## config.mk

```make
export PLATFORM = sky130hd
export DESIGN_NAME = fetch_unit
export DESIGN_NICKNAME = d
export VERILOG_FILES = /design/src/rtl/cpu_pkg.sv /design/src/rtl/fetch_queue.sv /design/src/rtl/fetch_unit.sv
export SDC_FILE = /design/constraint.sdc
export NUM_CORES = 1
export LEC_CHECK = 0
export ABC_AREA = 1
export CAP_MARGIN = 25
export CORE_MARGIN = 10
export CORE_UTILIZATION = 53
export CTS_BUF_LIST = sky130_fd_sc_hd__clkbuf_16
export DETAILED_ROUTE_END_ITERATION = 6
export PLACE_DENSITY = 0.79
export SLEW_MARGIN = 20
export SYNTH_ARGS = -nofsm -noshare
export SYNTH_HDL_FRONTEND = slang
export SYNTH_SLANG_ARGS = --single-unit
```

## constraint.sdc

```tcl
create_clock -name clk -period 2.4 [get_ports clk]
set_input_delay 0.24 -clock clk [delete_from_list [all_inputs] [get_ports clk]]
set_output_delay 0.24 -clock clk [all_outputs]
set_load 0.005 [all_outputs]
```

## src/rtl/cpu_pkg.sv

```systemverilog
// ============================================================================
//  Module   : cpu_pkg
//  Brief    : Shared opcode constants, instruction width and fetch FSM states.
//  Revision : 1.0 - initial release
// ============================================================================
`default_nettype none

package cpu_pkg;

    localparam int INSTR_W = 8;

    localparam logic [2:0] OP_R   = 3'b000;
    localparam logic [2:0] OP_LW  = 3'b001;
    localparam logic [2:0] OP_SW  = 3'b010;
    localparam logic [2:0] OP_BEQ = 3'b011;
    localparam logic [2:0] OP_J   = 3'b100;

    typedef enum logic [1:0] {
        IDLE = 2'd0,
        REQ  = 2'd1,
        DROP = 2'd2
    } fetch_state_t;

endpackage

`default_nettype wire

```

## src/rtl/fetch_queue.sv

```systemverilog
// ============================================================================
//  Module   : fetch_queue
//  Brief    : 2-entry FIFO of {instr, pc} with flush; head held in output regs.
//  Revision : 1.0 - initial release
// ============================================================================
`default_nettype none

module fetch_queue
    import cpu_pkg::*;
#(
    parameter int PC_W = 8
) (
    input  logic               clk,
    input  logic               reset,
    input  logic               flush,
    input  logic               enq_valid,
    input  logic [INSTR_W-1:0] enq_instr,
    input  logic [PC_W-1:0]    enq_pc,
    input  logic               deq_ready,
    output logic               deq_valid,
    output logic [INSTR_W-1:0] deq_instr,
    output logic [PC_W-1:0]    deq_pc,
    output logic [1:0]         count
);

    logic [INSTR_W-1:0] r_instr0, r_instr1;
    logic [PC_W-1:0]    r_pc0, r_pc1;
    logic [1:0]         r_count;
    logic               w_deq;

    assign w_deq     = deq_ready && (r_count != 2'd0);
    assign deq_valid = (r_count != 2'd0);
    assign deq_instr = r_instr0;
    assign deq_pc    = r_pc0;
    assign count     = r_count;

    // Slot 0 is the head; it only changes when the head leaves or the queue was empty.
    always_ff @(posedge clk) begin
        if (reset) begin
            r_instr0 <= '0;
            r_instr1 <= '0;
            r_pc0    <= '0;
            r_pc1    <= '0;
            r_count  <= 2'd0;
        end else if (flush) begin
            r_count <= 2'd0;
        end else begin
            case ({enq_valid, w_deq})
                2'b11: begin
                    if (r_count == 2'd2) begin
                        r_instr0 <= r_instr1;
                        r_pc0    <= r_pc1;
                        r_instr1 <= enq_instr;
                        r_pc1    <= enq_pc;
                    end else begin
                        r_instr0 <= enq_instr;
                        r_pc0    <= enq_pc;
                    end
                end
                2'b01: begin
                    if (r_count == 2'd2) begin
                        r_instr0 <= r_instr1;
                        r_pc0    <= r_pc1;
                    end
                    r_count <= r_count - 2'd1;
                end
                2'b10: begin
                    if (r_count == 2'd0) begin
                        r_instr0 <= enq_instr;
                        r_pc0    <= enq_pc;
                    end else begin
                        r_instr1 <= enq_instr;
                        r_pc1    <= enq_pc;
                    end
                    r_count <= r_count + 2'd1;
                end
                default: ;
            endcase
        end
    end

endmodule

`default_nettype wire

```

## src/rtl/fetch_unit.sv

```systemverilog
// ============================================================================
//  Module   : fetch_unit
//  Brief    : Instruction fetch stage: PC, single outstanding imem request,
//             2-entry instruction queue, redirect/flush handling.
//             Optional macro JUMP_PREDECODE_EN folds J instructions at fetch.
//  Revision : 1.0 - initial release
// ============================================================================
`default_nettype none

module fetch_unit
    import cpu_pkg::*;
#(
    parameter int              PC_W     = 8,
    parameter logic [PC_W-1:0] RESET_PC = '0
) (
    input  logic               clk,
    input  logic               reset,
    output logic               imem_req,
    output logic [PC_W-1:0]    imem_addr,
    input  logic               imem_valid,
    input  logic [INSTR_W-1:0] imem_data,
    output logic               if_valid,
    output logic [INSTR_W-1:0] if_instr,
    output logic [PC_W-1:0]    if_pc,
    input  logic               id_ready,
    input  logic               redirect_valid,
    input  logic [PC_W-1:0]    redirect_pc
);

    fetch_state_t    r_state, w_state_next;
    logic [PC_W-1:0] r_pc, w_pc_next, w_jump_pc;
    logic            w_enq, w_flush, w_transfer, w_is_jump;
    logic [1:0]      w_count, w_occ_after;

    assign imem_req    = (r_state != IDLE);
    assign imem_addr   = r_pc;
    assign w_transfer  = if_valid && id_ready;
    assign w_occ_after = w_count - {1'b0, w_transfer};

`ifdef JUMP_PREDECODE_EN
    assign w_is_jump = (imem_data[7:5] == OP_J);
    assign w_jump_pc = PC_W'(imem_data[4:0]);
`else
    assign w_is_jump = 1'b0;
    assign w_jump_pc = r_pc;
`endif

    always_ff @(posedge clk) begin
        if (reset) begin
            r_state <= IDLE;
            r_pc    <= RESET_PC;
        end else begin
            r_state <= w_state_next;
            r_pc    <= w_pc_next;
        end
    end

    always_comb begin
        w_state_next = r_state;
        w_pc_next    = r_pc;
        w_enq        = 1'b0;
        w_flush      = 1'b0;
        case (r_state)
            IDLE: begin
                if (w_occ_after < 2'd2) w_state_next = REQ;
            end
            REQ: begin
                if (imem_valid) begin
                    if (w_is_jump) begin
                        w_pc_next    = w_jump_pc;
                        w_state_next = (w_occ_after < 2'd2) ? REQ : IDLE;
                    end else begin
                        w_enq        = 1'b1;
                        w_pc_next    = r_pc + 1'b1;
                        w_state_next = (w_occ_after == 2'd0) ? REQ : IDLE;
                    end
                end
            end
            DROP: begin
                if (imem_valid) w_state_next = REQ;
            end
            default: w_state_next = IDLE;
        endcase
        // A redirect overrides everything; a still-pending response must be swallowed.
        if (redirect_valid) begin
            w_flush   = 1'b1;
            w_enq     = 1'b0;
            w_pc_next = redirect_pc;
            if (r_state == IDLE) w_state_next = REQ;
            else                 w_state_next = imem_valid ? REQ : DROP;
        end
    end

    fetch_queue #(
        .PC_W (PC_W)
    ) u_queue (
        .clk       (clk),
        .reset     (reset),
        .flush     (w_flush),
        .enq_valid (w_enq),
        .enq_instr (imem_data),
        .enq_pc    (r_pc),
        .deq_ready (id_ready),
        .deq_valid (if_valid),
        .deq_instr (if_instr),
        .deq_pc    (if_pc),
        .count     (w_count)
    );

endmodule

`default_nettype wire

```

# After elaboration in Yosys (flattened, before gate mapping)

Cells that the tools add are included.

Bits in read-only memories: 0
Bits in latches: 0
Output and inout port bits: 26
Logic and storage cells: 72
Memories: 0
Register bits: 44
Bits in writable memories: 0

$add $sub $neg: 4
Multiplexer cells: 30
$mul: 0
$lt $le $gt $ge: 1
Div/mod/pow operators: 0
Bitwise operators: 1
Equality and inequality tests: 13
Reduce and logical (&&, ||, !) cells: 16
Shift operators: 0

Operator list:

| operator                                              | number |
|---|---|
| 2-to-1 mux 8 bit                                      | 13 |
| one-hot mux 8 bit (3 select lines)                    | 2 |
| one-hot mux 8 bit (2 select lines)                    | 2 |
| 2-to-1 mux 2 bit                                      | 6 |
| nonzero test 2 bit                                    | 6 |
| inequality test 3 bit, second input constant          | 3 |
| adder 8 x 1 -> 8 bit, second input constant           | 1 |
| == test 2 bit, second input constant                  | 4 |
| AND reduction 4 bit                                   | 2 |
| logical NOT 2 bit                                     | 3 |
| inequality test 2 x 1 -> 1 bit, second input constant | 3 |
| one-hot mux 2 bit (3 select lines)                    | 1 |
| 2-to-1 mux 1 bit                                      | 5 |
| == test 2 x 1 -> 1 bit, second input constant         | 2 |
| one-hot mux 2 bit (2 select lines)                    | 1 |
| AND reduction 3 bit                                   | 1 |
| nonzero test 3 bit                                    | 1 |
| adder 2 x 1 -> 2 bit, second input constant           | 1 |
| less-than comparator 2 bit, second input constant     | 1 |
| inequality test 2 bit, second input constant          | 1 |
| AND reduction 2 bit                                   | 1 |
| OR reduction 2 bit                                    | 1 |
| subtractor 2 x 1 -> 2 bit                             | 1 |
| subtractor 2 x 1 -> 2 bit, second input constant      | 1 |
| other kinds (2)                                       | 2 |

# Longest topological paths before layout

Gate-level depths: netlist of the first run.

Depth after elaboration: 8
Mapped depth: 12
Depth with buffers taken out: 11

# By module

From an unflattened synthesis of the first run, not the netlist that was laid out.

Cells, all modules: 494
Area total of the unflattened synthesis: 2860.2 µm²

Modules (own cells, without submodules):

| module      | area each (µm²) | sequential area each (µm²) | cells each | instances |
|---|---|---|---|---|
| fetch_queue | 2114.5          | 680.7                      | 375        | 1 |
| fetch_unit  | 745.7           | 200.2                      | 119        | 1 |

# Worst setup path before layout of the first run

Ideal clock, no wire load.

Kind: reg2reg
Start: reg r_state[0]
End: reg u_queue.r_instr0[0], in the netlist u_queue.deq_instr[0]
Setup time: 0.113 ns
Required time: 2.287 ns
Slack: 0.439 ns
Arrival time: 1.849 ns
Cell stages (with the launch flop): 12
Path buffers: 2
Cell sequence: dfxtp_1 > nand2_1 > nor2_1 > nand2_1 > ha_1 > buf_2 > clkinv_1 > clkbuf_1 > nand2_1 > o21ai_0 > nor2_1 > nor2_1

Cells in the longest elaborated chain, start to end: 6
Elaborated cells between the ends (all ways): 11

RTL lines:

| what                                                                                  | RTL line          | source |
|---|---|---|
| start: declaration                                                                    | fetch_unit.sv:30  | `fetch_state_t r_state, w_state_next;` |
| start signal: assignment                                                              | fetch_unit.sv:53  | `r_state <= w_state_next;` |
| == test 2 x 1 -> 1 bit (*)                                                            | fetch_unit.sv:63  | `case (r_state)` |
| 2-to-1 mux 1 bit (*)                                                                  | fetch_unit.sv:63  |  |
| 2-to-1 mux 1 bit (*)                                                                  | fetch_unit.sv:85  | `if (redirect_valid) begin` |
| == test 2 bit or == test 2 x 1 -> 1 bit (tied branches)                               | fetch_queue.sv:48 | `case ({enq_valid, w_deq})` |
| inequality test 2 x 1 -> 1 bit (no source line) or nonzero test 3 bit (tied branches) | n/a               |  |
| AND reduction 4 bit (no source line)                                                  | n/a               |  |
| end signal: assignment                                                                | fetch_queue.sv:51 | `r_instr0 <= r_instr1;` |
| end signal: assignment                                                                | fetch_queue.sv:56 | `r_instr0 <= enq_instr;` |
| end signal: assignment                                                                | fetch_queue.sv:62 | `r_instr0 <= r_instr1;` |
| end: declaration                                                                      | fetch_queue.sv:26 | `logic [INSTR_W-1:0] r_instr0, r_instr1;` |

Mark *: on every way between the ends. The rest lies on a longest branch, timed or not.
A chain may end at the register's enable or synchronous reset.

# Worst setup path in the final report of the first run

Start: in imem_valid
End: reg u_queue.r_instr1[6]

Cells in the longest elaborated chain, start to end: 6
Elaborated cells between the ends (all ways): 10

RTL lines:

| what                                                           | RTL line          | source |
|---|---|---|
| start: declaration                                             | fetch_unit.sv:20  | `input logic imem_valid,` |
| 2-to-1 mux 1 bit (*)                                           | fetch_unit.sv:68  | `if (imem_valid) begin` |
| 2-to-1 mux 1 bit (*)                                           | fetch_unit.sv:63  |  |
| 2-to-1 mux 1 bit (*)                                           | fetch_unit.sv:85  |  |
| == test 2 bit                                                  | fetch_queue.sv:48 |  |
| inequality test 2 bit (no source line) (tied with other cells) | n/a               |  |
| AND reduction 4 bit (no source line)                           | n/a               |  |
| end signal: assignment                                         | fetch_queue.sv:53 | `r_instr1 <= enq_instr;` |
| end signal: assignment                                         | fetch_queue.sv:72 | `r_instr1 <= enq_instr;` |
| end: declaration                                               | fetch_queue.sv:26 |  |

Marks and branches as above.

==> reports/metrics.csv, run 1 <==
stage;metric;value;unit
power;leakage;1.55;nW
worst_hold_path;min_path_type;reg2reg;
setup_path;r2r_start;u_queue.count[1];
global_routing;grt_pass1_wl;11900;microns
layout;nNetsFinal;518;
setup_path;crit_type;in2reg;
clock_tree;clock_latency;0.28;ns
global_routing;antenna_found_initial;0;
power;sw_frac_of_total;25.3;%
outcome;outcome;completed;
global_routing;grt_max_degree;33;
layout;diodes;0;
die;core;4790;sq um
power;p_comb_share;16.4;%
place;hpwl;5000;microns
layout;fin_area;3340;sq um
synthesis;syn_area;2640;sq um
global_routing;grt_pass1_vias;2588;
power;power.share.clock;41.2;%
synthesis;ys_seq_elements;44;
die;die-width;90.5;microns
worst_hold_path;min_from;u_queue.r_instr1[0];
clock_tree;ctsResizeCount;0;
synthesis;syn_area_per_cell;5.91;sq um
clock_tree;cts_tree;built;
place;dp_cells;552;
power;irDropWorstVdd;0.000431;V
drt;remaining_drc_errors;0;
power;p_seq_share;42.4;%
timing;max_clock_freq;0.501;GHz
synthesis;yosysWarnings;0;
place;gp_congestion;0.855;
power;power.density;552;nW/um^2
layout;area_growth;26.7;%
synthesis;ys_seq_area_share;33.4;%
timing;fin_skew;0.00512;ns
die;io_pins;47;
drt;dr.first_iter.drc_count;273;
place;dp_slack;0.138;ns
drt;wl_per_cell;12.6;microns
clock_tree;cts_buffers;5;
clock_tree;h-tree-depth;2;
synthesis;syn_nets;472;
die;die_h;90.5;microns
setup_path;required;2.61;ns
timing;worst_slack;0.405;ns
timing;relSlewSlack;55.5;%
global_routing;grt_util_all_layers;16.8;%
drt;first_pass_iters;5;
setup_path;path_max_fanout;11;
die;dieArea;8190;sq um
layout;drive_gt1_share;5.68;%
place;port_buffers;46;
timing;fin_crit_sh;83.1;%
drt;num_vias;2860;
timing;worst_slew_pin_slew;0.667;ns
place;dpl_cell_area;3180;sq um
drt;vias_per_cell;5.11;
drt;antenna_left;0;
setup_path;startpoint_type;input pin;
synthesis;netlist_instances;446;
flow_run;maxCapViolCount;0;
clock_tree;post-cts-setup-buffers;0;
drt;routed_wl;7060;microns
timing;fin_tns_setup;0;ns
timing;hold_violations;0;
power;p_int;1.38;mW
synthesis;synthDistinctLibCells;23;
timing;grt_setup_unrepaired;false;
timing;holdWs;0.484;ns
clock_tree;cts.clk_slew.worst_paths;0.06;ns
clock_tree;clock_sinks;44;
timing;setup_viol;0;
clock_tree;cts_buffer_depth;2;
timing;layout_min_cycle_time;2.00;ns
timing;slew_viol_final;0;
setup_path;crit_path_end_kind;register;
die;initial_core_util;55.1;%
clock_tree;root_buffer;clkbuf_16;
clock_tree;hold_buffers;0;
setup_path;arrival;2.20;ns
layout;layoutNonFillerInstCount;560;
layout;layout_commonest_cell;nand2_1;
global_routing;gr-total-overflow;0;
layout;layout_common_cells;nand2_1 (169), inv_1 (54), nor2_1 (53);
power;p_switching;0.466;mW
setup_path;startpoint;imem_valid;
die;core.rowCount;25;
==> synth_stat cells <==
master	count	area, sq um
xor2_1	3	26.3
ha_1	5	62.6
a21oi_4	1	16.3
o21ai_0	30	150
nand2_1	169	634
a31oi_1	2	12.5
buf_2	9	45.0
nand2_4	2	22.5
a21oi_1	25	125
a21oi_2	1	8.76
nand3_2	1	10.0
inv_1	53	199
clkinv_1	1	3.75
buf_6	1	11.3
nand2_2	1	6.26
nand4_1	2	12.5
a211oi_1	1	7.51
clkbuf_1	8	30.0
nor2_1	53	199
inv_2	2	7.51
buf_4	2	15.0
nand3_1	30	150
dfxtp_1	44	881
==> critical path, cell delays in order <==
cell	delay (ns)
clkdlybuf4s50_1	0.49
nand2_1	0.06
nor2_1	0.15
nand2_1	0.15
inv_1	0.13
ha_1	0.21
nand2_1	0.12
nand2_2	0.23
buf_4	0.20
nand3_1	0.08
a21oi_1	0.15
==> per-layer routing <==
metal	GRT usage, %	part of all wire (%)	routed length [microns]
met5	0	0	0
met4	4.91	1.4	102
met3	5.24	9.5	668
met2	26.1	44	3090
met1	21.5	45	3200
==> path summary, 6_finish.rpt <==
check | endpoint | slack (ns) | depth (start not counted)
min reg2reg | u_queue.r_instr1[0] | 0.48 | 2
max | u_queue.r_instr1[6] | 0.40 | 11
min | u_queue.r_instr1[0] | 0.48 | 2
max reg2reg | u_queue.r_instr1[6] | 0.45 | 10
==> power by group through the flow <==
stage               registers, mW  clock network [mW]  logic (mW)
floorplan                   0.795                   0       0.163
global placement            0.798                   0       0.294
detailed placement          0.798                   0       0.299
CTS                         0.782               0.761       0.302
global route                0.786               0.797       0.338
finish                      0.783               0.760       0.302
==> state kept, by name (all words and copies together) (netlist names) <==
signal and flops:
u_queue.deq_pc 8, u_queue.r_pc1 8, u_queue.count 2, u_queue.deq_instr 8
imem_addr 8, u_queue.r_instr1 8, r_state 2
==> kinds of logic after synthesis <==
family,share of synthesized area (%)
DFF,33.4
xor gates and xnor gates,0.997
AOI/OAI and AO/OA,12.2
adders and majority gates,2.37
and+or+nand+nor,39.3
buffers and inverters,11.8
==> per-stage QoR <==
step / power, mW / util (%)
floorplan: 0.958 / -
global placement: 1.09 / 66.4
finish: 1.84 / 69.8
detailed placement: 1.10 / 66.4
global route: 1.92 / 69.8
CTS: 1.84 / 69.8
==> cell type report <==
cell class / instances / area (sq um)
fillers: 449 / 1450
clock buffers: 5 / 125
well taps: 67 / 83.8
flip-flops and latches: 44 / 881
inverters: 56 / 210
clock inverters: 3 / 38.8
repair buffers: 59 / 558
multi-input cells: 326 / 1440
No activity file was read; power rests on OpenSTA's default activity.
==> run 2, diff against run 1 <==
--- a/config.mk
+++ b/config.mk
@@ -8,10 +8,10 @@
 export ABC_AREA = 1
 export CAP_MARGIN = 25
 export CORE_MARGIN = 10
-export CORE_UTILIZATION = 53
+export CORE_UTILIZATION = 48
 export CTS_BUF_LIST = sky130_fd_sc_hd__clkbuf_16
 export DETAILED_ROUTE_END_ITERATION = 6
-export PLACE_DENSITY = 0.79
+export PLACE_DENSITY = 0.76
 export SLEW_MARGIN = 20
 export SYNTH_ARGS = -nofsm -noshare
 export SYNTH_HDL_FRONTEND = slang
==> constraint.sdc (replaced) <==
create_clock -name clk -period 1.8 [get_ports clk]
set_input_delay 0.18 -clock clk [delete_from_list [all_inputs] [get_ports clk]]
set_output_delay 0.18 -clock clk [all_outputs]
set_load 0.005 [all_outputs]
==> run 2 against run 1 <==
Effect of this change: clock power grew 15%; critical path depth shrank 1; non-clock buffer count grew 15; highest routed layer unchanged.
==> reports/metrics.csv, run 2 (synthesized netlist as in run 1, its figures left out) <==
stage;metric;value;unit;change
flow_run;maxCapViolCount;0;;unchanged
global_routing;grt_pass1_wl;11800;microns;was 11900 microns
clock_tree;clock_sinks;44;;unchanged
layout;fin_area;3500;sq um;was 3340 sq um
clock_tree;cts.clk_slew.worst_paths;0.06;ns;about the same
global_routing;met1_usage;22.4;%;was 21.5%
global_routing;top_usage_layer;met2;;unchanged
die;dieArea;8860;sq um;was 8190 sq um
timing;worst_slew_pin_slew;0.332;ns;was 0.667 ns
global_routing;grt_util_all_layers;16.1;%;was 16.8%
place;port_buffers;46;;unchanged
global_routing;gr-usage-met2;23.4;%;was 26.1%
drt;vias_per_cell;4.95;;was 5.11
setup_path;path_max_fanout;32;;was 11
place;gp_congestion;0.902;;was 0.855
clock_tree;root_buffer;clkbuf_16;;unchanged
die;die_h;94.1;microns;was 90.5 microns
timing;holdWs;0.276;ns;was 0.484 ns
drt;dr.first_iter.drc_count;295;;was 273
timing;setup_viol;0;;unchanged
timing;slew_viol_final;0;;unchanged
global_routing;antenna_found_initial;0;;unchanged
setup_path;crit_path_frequent_cell;nor2_1;;was nand2_1
power;leakage;1.63;nW;was 1.55 nW
place;dp_cells;568;;was 552
timing;relSlewSlack;77.8;%;was 55.5%
layout;n_fill_cell;480;;was 449
outcome;outcome;completed;;unchanged
setup_path;arrival;1.84;ns;was 2.20 ns
die;core.rowCount;26;;was 25
timing;fin_crit_sh;92.2;%;
layout;layoutNonFillerInstCount;577;;was 560
global_routing;gr-total-overflow;0;;unchanged
drt;remaining_drc_errors;0;;unchanged
layout;layout_commonest_cell;nand2_1;;unchanged
global_routing;grt_max_degree;33;;unchanged
drt;first_pass_iters;5;;unchanged
setup_path;r2r_slack;0.14;ns;was 0.45 ns
timing;hold_violations;0;;unchanged
setup_path;required;1.98;ns;was 2.61 ns
setup_path;crit_path_end_kind;register;;unchanged
drt;antenna_left;0;;unchanged
timing;layout_min_cycle_time;1.66;ns;
timing;max_clock_freq;0.603;GHz;
layout;final_util;67.2;%;was 69.8%
drt;routed_wl;7110;microns;was 7060 microns
die;io_pins;47;;unchanged
power;power;2.35;mW;was 1.84 mW
setup_path;startpoint_type;register;;was input pin
clock_tree;hold_buffers;0;;unchanged
setup_path;startpoint;r_state[0];;was imem_valid
setup_path;critPathMaxStageDelay;0.33;ns;was 0.49 ns
layout;register_area;881;sq um;unchanged
setup_path;r2r_start;r_state[0];;was u_queue.count[1]
power;irDropWorstVdd;0.000536;V;was 0.000431 V
drt;num_vias;2855;;was 2860
layout;multi_input_area;1480;sq um;was 1440 sq um
setup_path;crit_end;u_queue.deq_instr[0];;was u_queue.r_instr1[6]
global_routing;grtUsageMet3;4.96;%;was 5.24%
clock_tree;cts_tree;built;;unchanged
drt;wl_per_cell;12.3;microns;was 12.6 microns
clock_tree;cts_buffers;5;;unchanged
die;initial_core_util;50.6;%;was 55.1%
layout;area_growth;32.7;%;was 26.7%
timing;worst_slack;0.141;ns;was 0.405 ns
timing;fin_skew;0.00396;ns;was 0.00512 ns
clock_tree;h-tree-depth;2;;unchanged
die;die-width;94.1;microns;was 90.5 microns
layout;diodes;0;;unchanged
layout;drive_gt1_share;10.3;%;was 5.68%
worst_hold_path;min_path_type;in2reg;;was reg2reg
clock_tree;clock_latency;0.28;ns;about the same
place;dp_slack;-0.290;ns;was 0.138 ns
global_routing;grt_pass1_vias;2464;;was 2588
place;dpl_cell_area;3310;sq um;was 3180 sq um
setup_path;slowest_stage;dfxtp_1;;was clkdlybuf4s50_1
setup_path;r2r-end;u_queue.deq_instr[0];;was u_queue.r_instr1[6]
place;hpwl;5260;microns;was 5000 microns
setup_path;crit_type;reg2reg;;was in2reg
setup_path;cp_cell_sequence;nand2_1, nor2_2, nand2_2, buf_4, ha_1, a21oi_2, nand3_2, buf_12, nor2_1, nor2_1;;was clkdlybuf4s50_1, nand2_1, nor2_1, nand2_1, inv_1, ha_1, nand2_1, nand2_2, buf_4, nand3_1, a21oi_1
clock_tree;cts_buffer_depth;2;;unchanged
layout;layout_common_cells;nand2_1 (168), inv_1 (52), nor2_1 (50);;was nand2_1 (169), inv_1 (54), nor2_1 (53)
setup_path;r2r_cells;10;;unchanged
die;core;5200;sq um;was 4790 sq um
layout;nNetsFinal;533;;was 518
timing;fin_tns_setup;0;ns;unchanged
power;power.density;673;nW/um^2;was 552 nW/um^2
==> run 2: cell types whose count changed in the layout (fill, tap and decap cells not counted), sizes merged <==
| cell | delta |
|---|---|
| buf | +15 |
| bufinv | -1 |
| dlymetal6s2s | +1 |
| clkinv | -1 |
| clkdlybuf4s50 | -1 |
| clkinvlp | +1 |
==> run 2: worst max-delay path, delay by kind of cell (launching register included) <==
family          cells  cell delay, ns
fa+ha+maj           1            0.19
flops               1            0.33
simple gates        6            0.58
compound gates      1            0.11
buf+inv             2            0.32
==> run 2: worst min path at each step <==
| stage | startpoint | depth (start not counted) | slack (ns) | end |
|---|---|---|---|---|
| floorplan | reset | 1 | 0.25 | u_queue.r_instr1[2] |
| global placement | u_queue.r_instr1[1] | 2 | 0.47 | u_queue.r_instr1[1] |
| detailed placement | u_queue.r_instr1[1] | 2 | 0.47 | u_queue.r_instr1[1] |
| CTS | redirect_pc[0] | 3 | 0.48 | imem_addr[0] |
| global route | imem_valid | 4 | 0.33 | r_state[1] |
| finish | imem_valid | 4 | 0.28 | r_state[1] |
==> run 2: cell type report <==
type,instances,area share [%]
multi-input cells,326,42.2
clock buffers,5,3.58
flip-flops and latches,44,25.2
repair buffers,74,20.1
inverters,56,6.08
well taps,70,2.50
clock inverters,2,0.358
==> run 2: repair_timing <==
action,in CTS,in global routing
setup buffers,0,2
setup endpoints to repair,1,34
pin swaps,0,3
endpoints found under the hold margin,0,0
resized for setup,1,18
==> run 2: power breakdown <==
| part | leakage, nW | internal (mW) | switching (mW) |
|---|---|---|---|
| Combinational | 1.20 | 0.212 | 0.229 |
| Clock | 0.0657 | 0.504 | 0.370 |
| Sequential | 0.358 | 1.01 | 0.0309 |
==> run 2: routing by layer <==
metal	vias to the layer above	part of all wire (%)
met5	-	0
met4	0	1.2
met3	6	8.1
met2	93	43
met1	1262	47
li1	1494	-
==> run 3, diff against run 2 <==
--- a/config.mk
+++ b/config.mk
@@ -11,6 +11,7 @@
 export CORE_UTILIZATION = 48
 export CTS_BUF_LIST = sky130_fd_sc_hd__clkbuf_16
 export DETAILED_ROUTE_END_ITERATION = 6
+export HOLD_SLACK_MARGIN = 0.12
 export PLACE_DENSITY = 0.76
 export SLEW_MARGIN = 20
 export SYNTH_ARGS = -nofsm -noshare
==> results of run 3 <==
No change in the layout: final DEF, timing and power equal those of run 2.
